[config.mk]
export PLATFORM = sky130hd
export DESIGN_NAME = cordic_iter_ctrl
export DESIGN_NICKNAME = d
export VERILOG_FILES = /design/src/rtl/cordic_iter_ctrl.sv
export SDC_FILE = /design/constraint.sdc
export NUM_CORES = 1
export LEC_CHECK = 0
export ABC_AREA = 1
export CAP_MARGIN = 10
export CORE_ASPECT_RATIO = 2
export CORE_MARGIN = 2
export CORE_UTILIZATION = 30
export DETAILED_ROUTE_END_ITERATION = 10
export SLEW_MARGIN = 20
export SYNTH_ARGS = -nofsm -noshare
export SYNTH_HDL_FRONTEND = slang
export SYNTH_SLANG_ARGS = --single-unit
[constraint.sdc]
create_clock -name clk -period 6.61 [get_ports clk]
set_clock_uncertainty 0.1 [all_clocks]
set_input_delay 1.322 -clock clk [delete_from_list [all_inputs] [get_ports clk]]
set_output_delay 1.322 -clock clk [all_outputs]
set_load 0.1 [all_outputs]
[src/rtl/cordic_iter_ctrl.sv]
// cordic_iter_ctrl
//   Iterative CORDIC engine in rotation mode. A single shift/add/sub datapath
//   is reused for N_ITER cycles per operation. It rotates (X,Y) by the angle Z
//   and returns the rotated vector and the residual angle. No gain
//   compensation is applied: the caller pre-scales X by K (19898 in Q2.15).
//
// Ports
//   clk, rst_n          clock (rising edge), asynchronous active-low reset
//   in_valid/in_ready   operand handshake; x_in/y_in/z_in are signed Q2.15
//   abort               synchronous cancel; blocks an accept while IDLE
//   out_valid/out_ready result handshake; x_out/y_out/z_out are signed Q2.15
//   busy                high while iterating or holding a result
//   iter                current iteration index, 0 outside ITER
//   dbg_state           raw FSM state for observation
//
// Handshake: a transfer happens on a rising edge where valid and ready are
// both high. in_ready depends only on the state, never on in_valid.
// out_valid stays high, with stable data, until out_ready (or abort) is seen.

module cordic_iter_ctrl #(
  parameter int N_ITER = 14,
  parameter int CNT_W  = 4
) (
  input  logic             clk,
  input  logic             rst_n,
  input  logic             in_valid,
  output logic             in_ready,
  input  logic [17:0]      x_in,
  input  logic [17:0]      y_in,
  input  logic [17:0]      z_in,
  input  logic             abort,
  output logic             out_valid,
  input  logic             out_ready,
  output logic [17:0]      x_out,
  output logic [17:0]      y_out,
  output logic [17:0]      z_out,
  output logic             busy,
  output logic [CNT_W-1:0] iter,
  output logic [1:0]       dbg_state
);

  typedef enum logic [1:0] {
    S_IDLE = 2'd0,
    S_ITER = 2'd1,
    S_DONE = 2'd2
  } state_e;

  localparam logic [CNT_W-1:0] LAST = CNT_W'(N_ITER - 1);

  state_e             state_q, state_d;
  logic [CNT_W-1:0]   cnt_q, cnt_d;
  logic signed [17:0] x_q, y_q, z_q;
  logic signed [17:0] x_d, y_d, z_d;
  logic [17:0]        x_out_q, y_out_q, z_out_q;
  logic               load_out;

  logic signed [17:0] x_sh, y_sh, atan_val;
  logic signed [17:0] x_rot, y_rot, z_rot;

  // round(atan(2^-i) * 2^15) for i = 0..15
  function automatic logic [17:0] atan_rom(input int idx);
    case (idx)
      0:       return 18'd25736;
      1:       return 18'd15193;
      2:       return 18'd8027;
      3:       return 18'd4075;
      4:       return 18'd2045;
      5:       return 18'd1024;
      6:       return 18'd512;
      7:       return 18'd256;
      8:       return 18'd128;
      9:       return 18'd64;
      10:      return 18'd32;
      11:      return 18'd16;
      12:      return 18'd8;
      13:      return 18'd4;
      14:      return 18'd2;
      15:      return 18'd1;
      default: return 18'd0;
    endcase
  endfunction

  // Shared micro-rotation datapath; all updates use the pre-update X/Y/Z.
  always_comb begin
    x_sh     = x_q >>> cnt_q;
    y_sh     = y_q >>> cnt_q;
    atan_val = $signed(atan_rom(int'(cnt_q)));
    if (!z_q[17]) begin
      x_rot = x_q - y_sh;
      y_rot = y_q + x_sh;
      z_rot = z_q - atan_val;
    end else begin
      x_rot = x_q + y_sh;
      y_rot = y_q - x_sh;
      z_rot = z_q + atan_val;
    end
  end

  always_comb begin
    state_d  = state_q;
    cnt_d    = cnt_q;
    x_d      = x_q;
    y_d      = y_q;
    z_d      = z_q;
    load_out = 1'b0;
    case (state_q)
      S_IDLE: begin
        if (in_valid && !abort) begin
          x_d     = x_in;
          y_d     = y_in;
          z_d     = z_in;
          cnt_d   = '0;
          state_d = S_ITER;
        end
      end
      S_ITER: begin
        if (abort) begin
          cnt_d   = '0;
          state_d = S_IDLE;
        end else begin
          x_d = x_rot;
          y_d = y_rot;
          z_d = z_rot;
          if (cnt_q == LAST) begin
            cnt_d    = '0;
            load_out = 1'b1;
            state_d  = S_DONE;
          end else begin
            cnt_d = cnt_q + CNT_W'(1);
          end
        end
      end
      S_DONE: begin
        // abort wins over out_ready: the result is dropped, not transferred
        if (abort || out_ready) begin
          state_d = S_IDLE;
        end
      end
      default: state_d = S_IDLE;
    endcase
  end

  always_ff @(posedge clk or negedge rst_n) begin
    if (!rst_n) begin
      state_q <= S_IDLE;
      cnt_q   <= '0;
      x_q     <= '0;
      y_q     <= '0;
      z_q     <= '0;
      x_out_q <= '0;
      y_out_q <= '0;
      z_out_q <= '0;
    end else begin
      state_q <= state_d;
      cnt_q   <= cnt_d;
      x_q     <= x_d;
      y_q     <= y_d;
      z_q     <= z_d;
      // result registers change only when the last iteration completes
      if (load_out) begin
        x_out_q <= x_rot;
        y_out_q <= y_rot;
        z_out_q <= z_rot;
      end
    end
  end

  assign in_ready  = (state_q == S_IDLE);
  assign out_valid = (state_q == S_DONE);
  assign busy      = (state_q == S_ITER) || (state_q == S_DONE);
  assign iter      = (state_q == S_ITER) ? cnt_q : '0;
  assign x_out     = x_out_q;
  assign y_out     = y_out_q;
  assign z_out     = z_out_q;
  assign dbg_state = state_q;

endmodule

==> Word level (Yosys, flattened, before mapping) <==
Memory sizes are Yosys's and may differ from the RTL's.
Index checks and enable logic that the tools add are counted.
{ "totals": {"word_cells": 59, "mem_count": 1, "ff_bits": 114, "romBits": 240, "input_bits": 59, "out_inout_bits": 63} }
{ "memory_table": {"columns": ["name", "depth", "width", "rd", "rd_ports_with_merged_regs", "write_ports", "line", "text"], "rows": [
  ["(name not given)", 16, 15, 1, 0, 0, "62", "case (idx)"]
]} }
{ "classes": {"add_sub_neg": 7, "n_reduce_logical": 9, "mux": 25, "eq_ne": 7, "shift": 2} }
{ "op_table": {"columns": ["cell", "count"], "rows": [
  ["$mux W18", 9],
  ["$pmux W18 S2", 3],
  ["$add A18 B18 Y18", 3],
  ["$sub A18 B18 Y18", 3],
  ["$sshr A18 B4 Y18", 2],
  ["$mux W4", 4],
  ["$mux W2", 4],
  ["$pmux W4 S2", 1],
  ["$pmux W2 S3", 1],
  ["$reduce_and A3 Y1", 2],
  ["$add A4 B1 Y4 const B", 1],
  ["$eq A4 B4 Y1 const B", 1],
  ["$ne A2 B1 Y1 const B", 2],
  ["$mux W1", 3],
  ["$ne A3 B3 Y1 const B", 1],
  ["$eq A2 B1 Y1 const B", 1],
  ["$eq A2 B2 Y1 const B", 1],
  ["$logic_not A2 Y1", 1],
  ["$logic_or A1 B1 Y1", 2],
  ["$ne A2 B2 Y1 const B", 1],
  ["$reduce_and A2 Y1", 1],
  ["$reduce_bool A2 Y1", 1],
  ["$logic_and A1 B1 Y1", 1],
  ["$logic_not A1 Y1", 1]
]} }

==> Longest topological paths before layout <==
Gate-level depths: netlist of the first run.
{ "depth": {"depth_word": 5, "depth_mapped": 29, "ltp_nobuf": 28} }

==> Worst setup path before layout of the first run <==
Ideal clock, no wire load.
{ "synth_timing": {"path_type": "register -> register", "start": "reg cnt_q[0]", "end": "reg z_q[17]", "path_buffers": 1, "required_ns": 6.389, "stages_incl_launch_ff": 29, "t_arrival_ns": 3.680, "period_less_slack_ns": 3.901, "path_slack_ns": 2.709, "setup_ns": 0.121, "cell_sequence": "dfrtp_1 inv_2 buf_2 ha_1 nor2_1 a21oi_2 nand2_1 inv_1 ha_1 nand2_1 nor2_1 nand3_1 nor3_1 nand4_1 o21ai_2 xnor2_1 ha_1 a21o_1 nand2_1 nand2_1 a31oi_1 nand2_1 nand2_1 nand2_1 nand2_1 nand2_1 xor2_1 o21ai_1 nand2_1"} }
{ "synth_between": {"elab_chain_len": 5, "word_cells_on_any_way": 6, "cone_classes": "add/sub (2); mux (3); memory (1)"} }
{ "synth_lines": {"columns": ["element", "line", "text"], "rows": [
  ["start, declared", "51", "logic [CNT_W-1:0] cnt_q, cnt_d;"],
  ["start signal, assigned", "155", "cnt_q <= cnt_d;"],
  ["$mem_v2 Z16 W15 (*)", null, null],
  ["$sub A18 B18 Y18 or $add A18 B18 Y18 (tied branches)", "91, 95", null],
  ["$mux W18 (*)", "88", "if (!z_q[17]) begin"],
  ["$mux W18 (*)", "117", "if (abort) begin"],
  ["$pmux W18 S2 (*)", "106", "case (state_q)"],
  ["end signal, assigned", "158", "z_q <= z_d;"],
  ["end, declared", "52", "logic signed [17:0] x_q, y_q, z_q;"]
]} }
Every way passes the cells marked *; elsewhere a longest branch is shown, timed or not. The select of a mux whose other input is x is not followed.
A chain may end at the register's enable or synchronous reset.

==> Worst setup path in the final report of the first run <==
{ "layout_timing": {"start": "reg cnt_q[1]", "end": "reg x_q[14]"} }
{ "layout_between": {"elab_chain_len": 5, "word_cells_on_any_way": 6, "cone_classes": "add/sub (2); shift (1); mux (3)"} }
{ "layout_lines": {"columns": ["element", "line", "text"], "rows": [
  ["$sshr A18 B4 Y18 (*)", "86", "y_sh = y_q >>> cnt_q;"],
  ["$sub A18 B18 Y18 or $add A18 B18 Y18 (tied branches)", "89, 93", null],
  ["$mux W18 (*)", "88", null],
  ["$mux W18 (*)", "117", null],
  ["$pmux W18 S2 (*)", "106", null],
  ["end signal, assigned", "147", "x_q <= '0;"],
  ["end signal, assigned", "156", "x_q <= x_d;"],
  ["end, declared", "52", null]
]} }
Marked as above.

==> results of run 1 <==
## cells in the final DEF, fill, tap and decap left out, types with 3 or more instances in the layout
cell type	synthesis	final
a21o_1	5	5
a21oi_1	91	91
a21oi_2	7	7
a31oi_1	15	15
buf_4	4	19
clkbuf_16	0	17
clkdlybuf4s50_1	0	120
clkinv_2	0	4
clkinvlp_4	0	5
dfrtp_1	114	114
fa_1	3	3
ha_1	66	65
inv_1	104	103
inv_2	3	4
nand2_1	492	492
nand3_1	156	156
nand3b_1	4	4
nand4_1	9	9
nor2_1	115	114
nor3_1	7	7
o211ai_1	8	8
o21a_1	12	12
o21ai_0	109	109
o21ai_1	12	11
o21bai_1	3	3
o22ai_1	4	4
o31ai_1	3	3
or2_2	6	6
xnor2_1	31	31
xor2_1	48	48
## worst paths after layout
path	endpoint	depth (start not counted)	startpoint
max in group asynchronous	y_out[15]	2	rst_n
worst max register to register	x_q[14]	24	cnt_q[1]
worst max-delay path	x_q[14]	24	cnt_q[1]
min in group asynchronous	z_out[10]	1	rst_n
worst min-delay path	x_out[0]	2	x_out[0]
worst min register to register	x_out[0]	2	x_out[0]
## sequential cells by signal, summed over array words and instances, names as in the netlist
signal / count
x_out: 18
x_q: 18
y_out: 18
y_q: 18
z_out: 18
z_q: 18
cnt_q: 4
dbg_state: 2
## cell type report
| type | count | share of cell area (%) |
|---|---|---|
| multi-input cells | 1224 | 53.0 |
| flip-flops and latches | 114 | 23.5 |
| repair buffers | 139 | 11.1 |
| well taps | 432 | 4.45 |
| clock buffers | 17 | 3.50 |
| inverters | 109 | 3.38 |
| clock inverters | 13 | 1.14 |
## layer usage
metal,share of wire [%],global-route usage (%),up-vias
li1,-,-,5171
met1,35,21.1,4955
met2,54,41.5,275
met3,2.7,2.01,116
met4,7.6,16.7,0
met5,0,0,-
## Yosys cell counts, types with 2 or more instances
| cell type | count | area [um^2] |
|---|---|---|
| buf_2 | 18 | 90.1 |
| nand3b_1 | 4 | 30.0 |
| dfrtp_1 | 114 | 2850 |
| o21bai_1 | 3 | 22.5 |
| a21o_1 | 5 | 37.5 |
| o22ai_1 | 4 | 25.0 |
| nand3_2 | 2 | 20.0 |
| or2_2 | 6 | 37.5 |
| o21ai_1 | 12 | 60.1 |
| clkinv_1 | 2 | 7.51 |
| nand3_1 | 156 | 781 |
| nand4_1 | 9 | 56.3 |
| o21a_1 | 12 | 90.1 |
| clkbuf_1 | 37 | 139 |
| o311ai_0 | 2 | 17.5 |
| o31ai_1 | 3 | 22.5 |
| buf_1 | 5 | 18.8 |
| nor3_1 | 7 | 35.0 |
| ha_1 | 66 | 826 |
| a21oi_2 | 7 | 61.3 |
| fa_1 | 3 | 60.1 |
| buf_4 | 4 | 30.0 |
| xnor2_1 | 31 | 272 |
| nand2_1 | 492 | 1850 |
| a31oi_1 | 15 | 93.8 |
| inv_2 | 3 | 11.3 |
| xor2_1 | 48 | 420 |
| inv_1 | 104 | 390 |
| buf_6 | 3 | 33.8 |
| nor2_2 | 2 | 12.5 |
| a21boi_0 | 2 | 15.0 |
| a21oi_1 | 91 | 455 |
| nor2_1 | 115 | 432 |
| o21ai_0 | 109 | 546 |
| o211ai_1 | 8 | 60.1 |
## logic make-up after synthesis
family / share of synthesized area, %
and+or+nand+nor: 33.1
AOI/OAI and AO/OA: 15.2
buffers and inverters: 7.21
DFF: 28.5
xor gates and xnor gates: 6.92
adders and majority gates: 8.86
muxes: 0.100
## worst register-to-register path: stages, from the launching register on
cell      delay [ns]
dfrtp_1         0.32
buf_4           0.34
inv_1           0.25
nor2_1          0.48
inv_1           0.18
nor2_1          0.14
nor2_1          0.06
nand3_1         0.13
nand2_1         0.11
ha_1            0.30
nand2_1         0.06
o21ai_0         0.27
fa_1            0.56
nand3_1         0.09
nand2_1         0.08
a21oi_1         0.27
o21ai_0         0.12
buf_4           0.17
a21boi_0        0.27
o21ai_0         0.25
nand2_1         0.16
a21o_1          0.14
nand3_1         0.07
nand2_1         0.08
nand2_1         0.04
## per-stage QoR
stage                     std cells  utilization [%]
after CTS                      2048             37.0
after global placement         2018             35.3
after floorplan                1514                -
after global routing           2048             37.0
final                          2048             37.0
after detailed placement       2018             35.3
==> out/metrics.sh, run 1 <==
DIE-AREA_UM2=34900
CTSHOLDBUFFERS=0
FLOW.AREA_GROWTH_FROM_SYNTHESIS_PCT=21.6
LAYOUT_SETUP_WS_NS=1.46
CORE_UM2=32800
POST-ROUTE-DRC-COUNT=0
SHARE_OF_FLIP_FLOPS_WITH_AN_ASYNCHRONOUS_SET_OR_RESET_PCT=100
SYNTH_SEQ_AREA_SHARE_PCT=28.5
HTREEDEPTH=4
SYNTH.YOSYS.WARNINGS=0
PERIOD_NEEDED_NS=5.15
CRITPATHREQUIREDTIME_NS=6.84
TOP_LEVEL_PORTS=122
SYN-INSTANCE-COUNT=1514
MAX-CAP-VIOLATIONS=0
TRITONCTS_NUM_SINKS=114
YOSYS.CELL_TYPES.COUNT=45
VIAS=10500
GRT_ANTENNA_BEFORE_REPAIR=0
CRITICAL_PATH_BUF_INV_COUNT=4
LAYOUT.AREA.SEQ_UM2=2850
CTS_BUFFER_DEPTH=2
REG2REG_SETUP_SLACK_NS=1.46
PLACED_AREA_UM2=11600
DETAILEDPLACE.WORSTSLACK_NS=1.53
RUN_STATUS='finished, final reports clean'
BUFFER_COUNT_FROM_POST_CTS_SETUP_FIXING=0
RATIO_OF_CELLS_WITH_DRIVE_ABOVE_1_IN_THE_FINAL_LAYOUT_PCT=4.83
CRITPATHCAPTURETYPE='flip-flop'
DRT_WL_TOTAL_UM=37200
AVGVIACOUNTPERCELL=5.14
GRT_PASS1_WL_UM=58000
CRIT_TOP_CELL='nand2_1'
CTSROOTBUFFERMASTER='clkbuf_16'
ANTENNA_CELLS=0
HPWL_UM=28900
CHIPHEIGHT_UM=262
FINAL_HOLD_VIOL_COUNT=0
CRITICAL_PATH.SLOWEST_CELL='fa_1'
SYNTHESIS.AREA_PER_INSTANCE_UM2=6.60
POSTSYNTHNETCOUNT=1642
CTS-RESIZED-GATES=0
DRT-WIRELENGTH-PER-CELL_UM=18.1
WORST-ENDPOINT-ARRIVAL_NS=5.38
SYNTH-MAIN-FF-CELL='dfrtp_1'
GRT_START_MAX_NET_PINS=66
CHIPWIDTH_UM=133
MAX_SLEW.WORST_PIN.SLEW_NS=1.05
EFFECTIVE_UTILIZATION_AT_FLOORPLAN_PCT=30.5
DRT_FIRST_ITER_VIOLATIONS=537
CTS_TREE='done'
GR-USAGE-ALL-LAYERS_PCT=21.6
CTS_INSERTED_BUFFERS=17
FIN_SETUP_TNS_NS=0
HOLD_CLASS='reg2reg'
FILLERS=3543
WORST_SETUP_PATH_START_KIND='flip-flop'
CPLARGESTDELAYFAMILY='simple AND/OR/NAND/NOR gates'
REPORT.FINAL.SETUP_VIOL=0
CRIT_TYPE='reg2reg'
WORST-PATH-MAX-FANOUT=32
VIA_COUNT_OF_THE_FIRST_GLOBAL_ROUTING_PASS=10800
SETUP_REPAIR_AFTER_GLOBAL_ROUTING_MISSED_ITS_MARGIN='false'
PLACEMENTROWS=94
MULTI_INPUT_AREA_UM2=6440
FMAX_MHz=194
GP_CONGESTION=0.915
MAX_STAGE_DELAY_NS=0.56
POST_ROUTE_DESIGN_AREA_UM2=12200
FINALHOLDWORSTSLACK_NS=0.372
MAX-SLEW-MARGIN-REL_PCT=29.7
DESIGN.FINAL.NETS=1733
PORT_BUFFERS=121
SYNTH_SEQ_CELLS=114
SYNTH_ENABLE_FLOP_CELLS=0
PATH_CELLS='buf_4, inv_1, nor2_1, inv_1, nor2_1, nor2_1, nand3_1, nand2_1, ha_1, nand2_1, o21ai_0, fa_1, nand3_1, nand2_1, a21oi_1, o21ai_0, buf_4, a21boi_0, o21ai_0, nand2_1, a21o_1, nand3_1, nand2_1, nand2_1'
DETAIL-ROUTE-ANTENNA-NETS=0
SYN_AREA_UM2=10000
FINAL_MAX_SLEW_VIOL_COUNT=0
WORST_SETUP_HOLD_PATH_CLK_SLEW_NS=0.06
GRT_OVERFLOW_TOTAL=0
CLOCK_LATENCY_ON_THE_WORST_SKEW_PAIR_NS=0.45
DR.PASS1.ITERS=5
FINAL_CRITICAL_PATH_SHARE_OF_THE_CLOCK_PERIOD_PCT=77.9
Power of run 1 is left out: the tool's default activity adds up to more than one toggle a clock period on the data nets, which glitch-free logic cannot reach.
==> inputs of run 2 (changes only) <==
==> constraint.sdc (replaced) <==
create_clock -name clk -period 4.6 [get_ports clk]
set_clock_uncertainty 0.1 [all_clocks]
set_input_delay 0.92 -clock clk [delete_from_list [all_inputs] [get_ports clk]]
set_output_delay 0.92 -clock clk [all_outputs]
set_load 0.1 [all_outputs]
==> out/metrics.sh, run 2 (synthesis gave the netlist of run 1 again) <==
UTILIZATION_PCT=38.4  # was 37.0%
FLOW.AREA_GROWTH_FROM_SYNTHESIS_PCT=26.1  # was 21.6%
MAX-CAP-VIOLATIONS=0  # unchanged
FRACTION_OF_MET2_TRACKS_USED_BY_GLOBAL_ROUTING_PCT=42.6  # was 41.5%
AVGVIACOUNTPERCELL=5.13  # was 5.14
CTS_BUFFER_DEPTH=2  # unchanged
WORST-PATH-MAX-FANOUT=11  # was 32
WORST-ENDPOINT-ARRIVAL_NS=4.53  # was 5.38 ns
FMAX_MHz=232  # was 194 MHz
GLOBAL_ROUTING_USAGE_ON_MET1_PCT=20.4  # was 21.1%
GRT_ANTENNA_BEFORE_REPAIR=0  # unchanged
GP_CONGESTION=0.964  # was 0.915
CORE_UM2=32800  # unchanged
VIAS=10700  # was 10500
LAYOUT_SETUP_WS_NS=0.290  # was 1.46 ns
DESIGN.FINAL.NETS=1765  # was 1733
GRT_PASS1_WL_UM=57800  # was 58000 um
CHIPWIDTH_UM=133  # unchanged
DETAILEDPLACE.WORSTSLACK_NS=-0.0898  # was 1.53 ns
POST-ROUTE-DRC-COUNT=0  # unchanged
REPORT.FINAL.SETUP_VIOL=0  # unchanged
GR-USAGE-ALL-LAYERS_PCT=21.4  # was 21.6%
HOLD_CLASS='reg2reg'  # unchanged
GRT_USE_MET3_PCT=2.39  # was 2.01%
FINAL_CRITICAL_PATH_SHARE_OF_THE_CLOCK_PERIOD_PCT=93.7  # was 77.9%
CRITPATHCAPTURETYPE='flip-flop'  # unchanged
CRITPATHREQUIREDTIME_NS=4.82  # was 6.84 ns
TOP_LEVEL_PORTS=122  # unchanged
PERIOD_NEEDED_NS=4.31  # was 5.15 ns
GLOBALROUTE.BUSIESTLAYER='met2'  # unchanged
RATIO_OF_CELLS_WITH_DRIVE_ABOVE_1_IN_THE_FINAL_LAYOUT_PCT=8.18  # was 4.83%
DETAIL-ROUTE-ANTENNA-NETS=0  # unchanged
TRITONCTS_NUM_SINKS=114  # unchanged
DRT-WIRELENGTH-PER-CELL_UM=18.2  # was 18.1 um
HP-START='z_out[0]'  # was x_out[0]
MAX-SLEW-MARGIN-REL_PCT=30.8  # was 29.7%
EFFECTIVE_UTILIZATION_AT_FLOORPLAN_PCT=30.5  # unchanged
MOST-COMMON-LAYOUT-CELLS='nand2_1 (486), nand3_1 (155), clkdlybuf4s50_1 (118)'  # was nand2_1 (492), nand3_1 (156), clkdlybuf4s50_1 (120)
GRT_OVERFLOW_TOTAL=0  # unchanged
FINAL_HOLD_VIOL_COUNT=0  # unchanged
DIE-AREA_UM2=34900  # unchanged
HPWL_UM=29300  # was 28900 um
WORST_SETUP_PATH_START_KIND='flip-flop'  # unchanged
FINALHOLDWORSTSLACK_NS=0.376  # was 0.372 ns
HTREEDEPTH=4  # unchanged
CTSROOTBUFFERMASTER='clkbuf_16'  # unchanged
CHIPHEIGHT_UM=262  # unchanged
LAYOUT.CELLS.MOST_COMMON='nand2_1'  # unchanged
CTSHOLDBUFFERS=0  # unchanged
WORST_SETUP_HOLD_PATH_CLK_SLEW_NS=0.07  # was 0.06 ns
CTS_INSERTED_BUFFERS=17  # unchanged
FINAL_MAX_SLEW_VIOL_COUNT=0  # unchanged
CLOCK_LATENCY_ON_THE_WORST_SKEW_PAIR_NS=0.45  # about the same
DRT_WL_TOTAL_UM=37800  # was 37200 um
CTS_TREE='done'  # unchanged
ANTENNA_CELLS=0  # unchanged
SETUP.WORST_PATH.START='cnt_q[0]'  # was cnt_q[1]
CRIT_TYPE='reg2reg'  # unchanged
GRT_START_MAX_NET_PINS=70  # was 66
RR_STARTPOINT='cnt_q[0]'  # was cnt_q[1]
PORT_BUFFERS=121  # unchanged
MAX_SLEW.WORST_PIN.SLEW_NS=1.04  # was 1.05 ns
RUN_STATUS='finished, final reports clean'  # unchanged
VIA_COUNT_OF_THE_FIRST_GLOBAL_ROUTING_PASS=10900  # was 10800
DR.PASS1.ITERS=5  # unchanged
PLACEMENTROWS=94  # unchanged
DRT_FIRST_ITER_VIOLATIONS=535  # was 537
==> run 2: cell type report <==
type                       instances  area, um^2
fill                            3513       20200
timing repair inverter             1        11.3
sequential                       114        2860
tap                              432         541
inverter                         109         417
clock buffer                      17         425
multi-input combinational       1224        6510
timing repair buffer             170        1700
clock inverter                    15         150
==> run 2: repair_timing <==
| action | in CTS | in global routing |
|---|---|---|
| pin swaps | 1 | 17 |
| hold endpoints to repair | 0 | 0 |
| setup endpoints to repair | 2 | 32 |
| resized for setup | 3 | 30 |
| cloned | 0 | 3 |
| setup buffers | 1 | 11 |
==> run 2: path summary, 6_finish.rpt <==
check                                end  depth (start not counted)  slack [ns]
worst min-delay path            z_out[0]                          2        0.38
worst max register to register   y_q[13]                         24        0.29
worst max-delay path             y_q[13]                         24        0.29
max in group asynchronous        x_q[16]                          2        3.14
min in group asynchronous       y_out[3]                          1        0.39
worst min register to register  z_out[0]                          2        0.38
==> run 2: critical path: stages, from the launching register on <==
cell and delay, ns:
dfrtp_2 0.48, clkinv_4 0.10, buf_12 0.15, nand2_1 0.07, nand3_1 0.11, nand3_1 0.15
nand3_1 0.12, nand2_1 0.14, ha_1 0.19, nand3_2 0.11, nor3b_4 0.31, a21oi_1 0.13
xor2_1 0.16, ha_1 0.36, nand2_1 0.14, nor2_2 0.16, nand4_1 0.18, o211ai_1 0.32
nand3_1 0.14, nand2_1 0.12, nand2_1 0.06, nand2_1 0.07, nand2_1 0.06, a21oi_1 0.15
o21ai_1 0.08
==> run 2: stage by stage <==
step,setup TNS [ns],instances,area [um^2]
2_1_floorplan,0,1514,10000
3_3_place_gp,0,2035,11800
3_5_place_dp,-0.117,2035,11800
4_1_cts,0,2068,12400
5_1_grt,-0.0265,2082,12600
6_report,0,2082,12600
==> run 2: routing by layer <==
layer  part of all wire (%)  wire [um]  vias to the layer above
met5                      0          0                        -
met2                     56      21100                      254
met3                    2.8       1080                      111
met4                    6.7       2550                        0
li1                       -          -                     5241
met1                     35      13100                     5083
Power of run 2 is left out for the same reason.
==> inputs of run 3 (changes only) <==
--- a/config.mk
+++ b/config.mk
@@ -5,10 +5,8 @@
 export SDC_FILE = /design/constraint.sdc
 export NUM_CORES = 1
 export LEC_CHECK = 0
-export ABC_AREA = 1
-export CAP_MARGIN = 10
+export CAP_MARGIN = 5
 export CORE_ASPECT_RATIO = 2
-export CORE_MARGIN = 2
 export CORE_UTILIZATION = 30
 export DETAILED_ROUTE_END_ITERATION = 10
 export SLEW_MARGIN = 20
==> out/metrics.sh, run 3 <==
SYNTH_ENABLE_FLOP_CELLS=0  # unchanged
SYN_AREA_UM2=10400  # was 10000 um^2
DRT_FIRST_ITER_VIOLATIONS=450  # was 535
FINAL_CRITICAL_PATH_SHARE_OF_THE_CLOCK_PERIOD_PCT=103  # was 93.7%
PLACEMENTROWS=96  # was 94
CTS_BUFFER_DEPTH=2  # unchanged
SYNTH-MAIN-FF-CELL='dfrtp_1'  # unchanged
CTSROOTBUFFERMASTER='clkbuf_16'  # unchanged
SYNTHESIS.AREA_PER_INSTANCE_UM2=8.25  # was 6.60 um^2
POST-SYNTH-TOP-COUNT-CELL='nand2_1'  # unchanged
MOST-COMMON-LAYOUT-CELLS='buf_4 (281), nand2_1 (240), clkdlybuf4s50_1 (116)'  # was nand2_1 (486), nand3_1 (155), clkdlybuf4s50_1 (118)
MULTI_INPUT_AREA_UM2=7860  # was 6510 um^2
FINAL_MAX_SLEW_VIOL_COUNT=0  # unchanged
SYN-INSTANCE-COUNT=1266  # was 1514
CTS_INSERTED_BUFFERS=17  # unchanged
FILLERS=3357  # was 3513
POST-ROUTE-DRC-COUNT=0  # unchanged
SETUP_REPAIR_AFTER_GLOBAL_ROUTING_MISSED_ITS_MARGIN='true'
DIE-AREA_UM2=35600  # was 34900 um^2
GP_CONGESTION=0.949  # was 0.964
PERIOD_NEEDED_NS=4.74  # was 4.31 ns
CHIPWIDTH_UM=134  # was 133 um
CTSHOLDBUFFERS=0  # unchanged
DR.PASS1.ITERS=5  # unchanged
DETAILEDPLACE.WORSTSLACK_NS=-0.379  # was -0.0898 ns
WORST-PATH-MAX-FANOUT=9  # was 11
DRT_WL_TOTAL_UM=40700  # was 37800 um
ANTENNA_CELLS=0  # unchanged
PATH_CELLS='buf_12, buf_6, buf_16, mux4_2, mux4_2, nor4_2, and3_4, buf_4, buf_4, and2_1, nor2_1, xor2_1, ha_1, nand3_1, nand2_1, a41o_1, o41ai_4, mux2i_1, a211o_1'  # was clkinv_4, buf_12, nand2_1, nand3_1, nand3_1, nand3_1, nand2_1, ha_1, nand3_2, nor3b_4, a21oi_1, xor2_1, ha_1, nand2_1, nor2_2, nand4_1, o211ai_1, nand3_1, nand2_1, nand2_1, nand2_1, nand2_1, a21oi_1, o21ai_1
FIN_SETUP_TNS_NS=-0.844  # was 0 ns
DRT-WIRELENGTH-PER-CELL_UM=19.4  # was 18.2 um
SYNTH_TOP_CELL_AREA_SHARE_PCT=27.3  # was 28.5%
POST-SYNTH-TOP-AREA-CELL='dfrtp_1'  # unchanged
HPWL_UM=30900  # was 29300 um
SYNTH.YOSYS.WARNINGS=0  # unchanged
PORT_BUFFERS=121  # unchanged
CTS_TREE='done'  # unchanged
CRITICAL_PATH_BUF_INV_COUNT=5  # was 2
FMAX_MHz=211  # was 232 MHz
RATIO_OF_CELLS_WITH_DRIVE_ABOVE_1_IN_THE_FINAL_LAYOUT_PCT=31.4  # was 8.18%
DETAIL-ROUTE-ANTENNA-NETS=0  # unchanged
TOP_LEVEL_PORTS=122  # unchanged
HOLD_CLASS='reg2reg'  # unchanged
POST_SYNTH_MOST_FREQUENT_CELLS='nand2_1 (251), dfrtp_1 (114), nor2_1 (103)'  # was nand2_1 (492), nand3_1 (156), nor2_1 (115)
VIAS=11100  # was 10700
VIA_COUNT_OF_THE_FIRST_GLOBAL_ROUTING_PASS=11700  # was 10900
CRITICAL_PATH.SLOWEST_CELL='mux4_2'  # was dfrtp_2
LAYOUT_SETUP_WS_NS=-0.140  # was 0.290 ns
FINAL_HOLD_VIOL_COUNT=0  # unchanged
SYNTH_SEQ_AREA_SHARE_PCT=27.3  # was 28.5%
TRITONCTS_NUM_SINKS=114  # unchanged
LAYOUT.CELLS.MOST_COMMON='buf_4'  # was nand2_1
CPLARGESTDELAYFAMILY='multiplexers'  # was simple AND/OR/NAND/NOR gates
EFFECTIVE_UTILIZATION_AT_FLOORPLAN_PCT=30.4  # was 30.5%
WORST-ENDPOINT-ARRIVAL_NS=4.97  # was 4.53 ns
CRITPATHREQUIREDTIME_NS=4.83  # was 4.82 ns
GR-USAGE-ALL-LAYERS_PCT=23.2  # was 21.4%
MAX-SLEW-MARGIN-REL_PCT=29.0  # was 30.8%
RUN_STATUS='finished, violations left'  # was finished, final reports clean
FLOW.AREA_GROWTH_FROM_SYNTHESIS_PCT=50.9  # was 26.1%
WORST_SETUP_HOLD_PATH_CLK_SLEW_NS=0.06  # was 0.07 ns
SYNTH.TOP_CELLS.BY_AREA='dfrtp_1 (27%), nand2_1 (9.0%), ha_1 (7.9%)'  # was dfrtp_1 (29%), nand2_1 (18%), ha_1 (8.3%)
REPORT.FINAL.SETUP_VIOL=12  # was 0
GRT_OVERFLOW_TOTAL=0  # unchanged
MAX_STAGE_DELAY_NS=0.54  # was 0.48 ns
WORST_SETUP_PATH_START_KIND='flip-flop'  # unchanged
DESIGN.FINAL.NETS=1771  # was 1765
AVGVIACOUNTPERCELL=5.30  # was 5.13
YOSYS.CELL_TYPES.COUNT=72  # was 45
CRIT_TYPE='reg2reg'  # unchanged
CLOCK_LATENCY_ON_THE_WORST_SKEW_PAIR_NS=0.45  # about the same
GRT_PASS1_WL_UM=62600  # was 57800 um
POSTSYNTHNETCOUNT=1394  # was 1642
SYNTH_SEQ_CELLS=114  # unchanged
VIOLATIONS='setup timing'
CORE_UM2=34400  # was 32800 um^2
HTREEDEPTH=4  # unchanged
GRT_ANTENNA_BEFORE_REPAIR=0  # unchanged
MAX-CAP-VIOLATIONS=0  # unchanged
LAYOUT.AREA.SEQ_UM2=2850  # was 2860 um^2
CHIPHEIGHT_UM=266  # was 262 um
CRITPATHCAPTURETYPE='flip-flop'  # unchanged
GRT_START_MAX_NET_PINS=64  # was 70
MAX_SLEW.WORST_PIN.SLEW_NS=1.06  # was 1.04 ns
SHARE_OF_FLIP_FLOPS_WITH_AN_ASYNCHRONOUS_SET_OR_RESET_PCT=100  # unchanged
run 3: cell count changes after synthesis, moves of 16 or more:
cell      change
nand2_1     -241
xnor2_1      +30
inv_1        -72
mux2i_1      +55
nand3_1     -139
mux4_2       +33
mux2_2       +16
nand2b_1     +16
xor2_1       -21
run 3: repair_timing:
item                       in CTS  in global routing
setup buffers                  35                 18
resized for setup              62                104
setup endpoints to repair      28                 46
pin swaps                      41                 52
cloned                          1                  0
run 3: final timing paths:
check	startpoint	endpoint	slack, ns	depth (start not counted)
setup / recovery	cnt_q[0]	x_q[16]	-0.14	19
hold / removal	y_out[11]	y_out[11]	0.37	2
setup reg to reg	cnt_q[0]	x_q[16]	-0.14	19
hold reg to reg	y_out[11]	y_out[11]	0.37	2
max in group asynchronous	rst_n	x_out[9]	3.08	2
min in group asynchronous	rst_n	y_out[7]	0.49	1
run 3: per-stage QoR:
step                      area (um^2)  std cells  utilization (%)  hold WS (ns)
after detailed placement        14000       2012             40.9         0.361
after global routing            15800       2097             45.9         0.395
after floorplan                 10600       1266                -         0.356
final                           15800       2097             45.9         0.366
after global placement          14000       2012             40.9         0.362
after CTS                       15200       2080             44.3         0.376
run 3: kinds of logic (layout without fill, tap and decap cells):
group	Yosys count	after routing	share of synthesized area, %
simple gates	477	477	20.0
flops	114	114	27.3
buf+inv	105	495	4.12
fa+ha+maj	69	69	8.48
xor+xnor	88	88	7.38
compound gates	300	300	17.6
mux	113	113	15.2
run 3: layer usage:
layer / part of all wire [%] / track usage, % / up-vias
li1: - / - / 5235
met4: 6.9 / 16.4 / 0
met5: 0 / 0 / -
met2: 56 / 45.1 / 326
met3: 3.6 / 3.65 / 152
met1: 34 / 21.4 / 5394
run 3: layout make-up:
| type | instances | area share, % |
|---|---|---|
| clock buffer | 20 | 2.83 |
| multi-input combinational | 1047 | 49.9 |
| inverter | 33 | 0.810 |
| tap | 441 | 3.50 |
| clock inverter | 12 | 1.03 |
| sequential | 114 | 18.1 |
| timing repair buffer | 430 | 23.8 |
run 3: worst min-delay path, stage by stage (launching register included):
cell     delay [ns]
dfrtp_1        0.34
nand2_1        0.05
nand2_1        0.05
Power of run 3 is left out for the same reason.
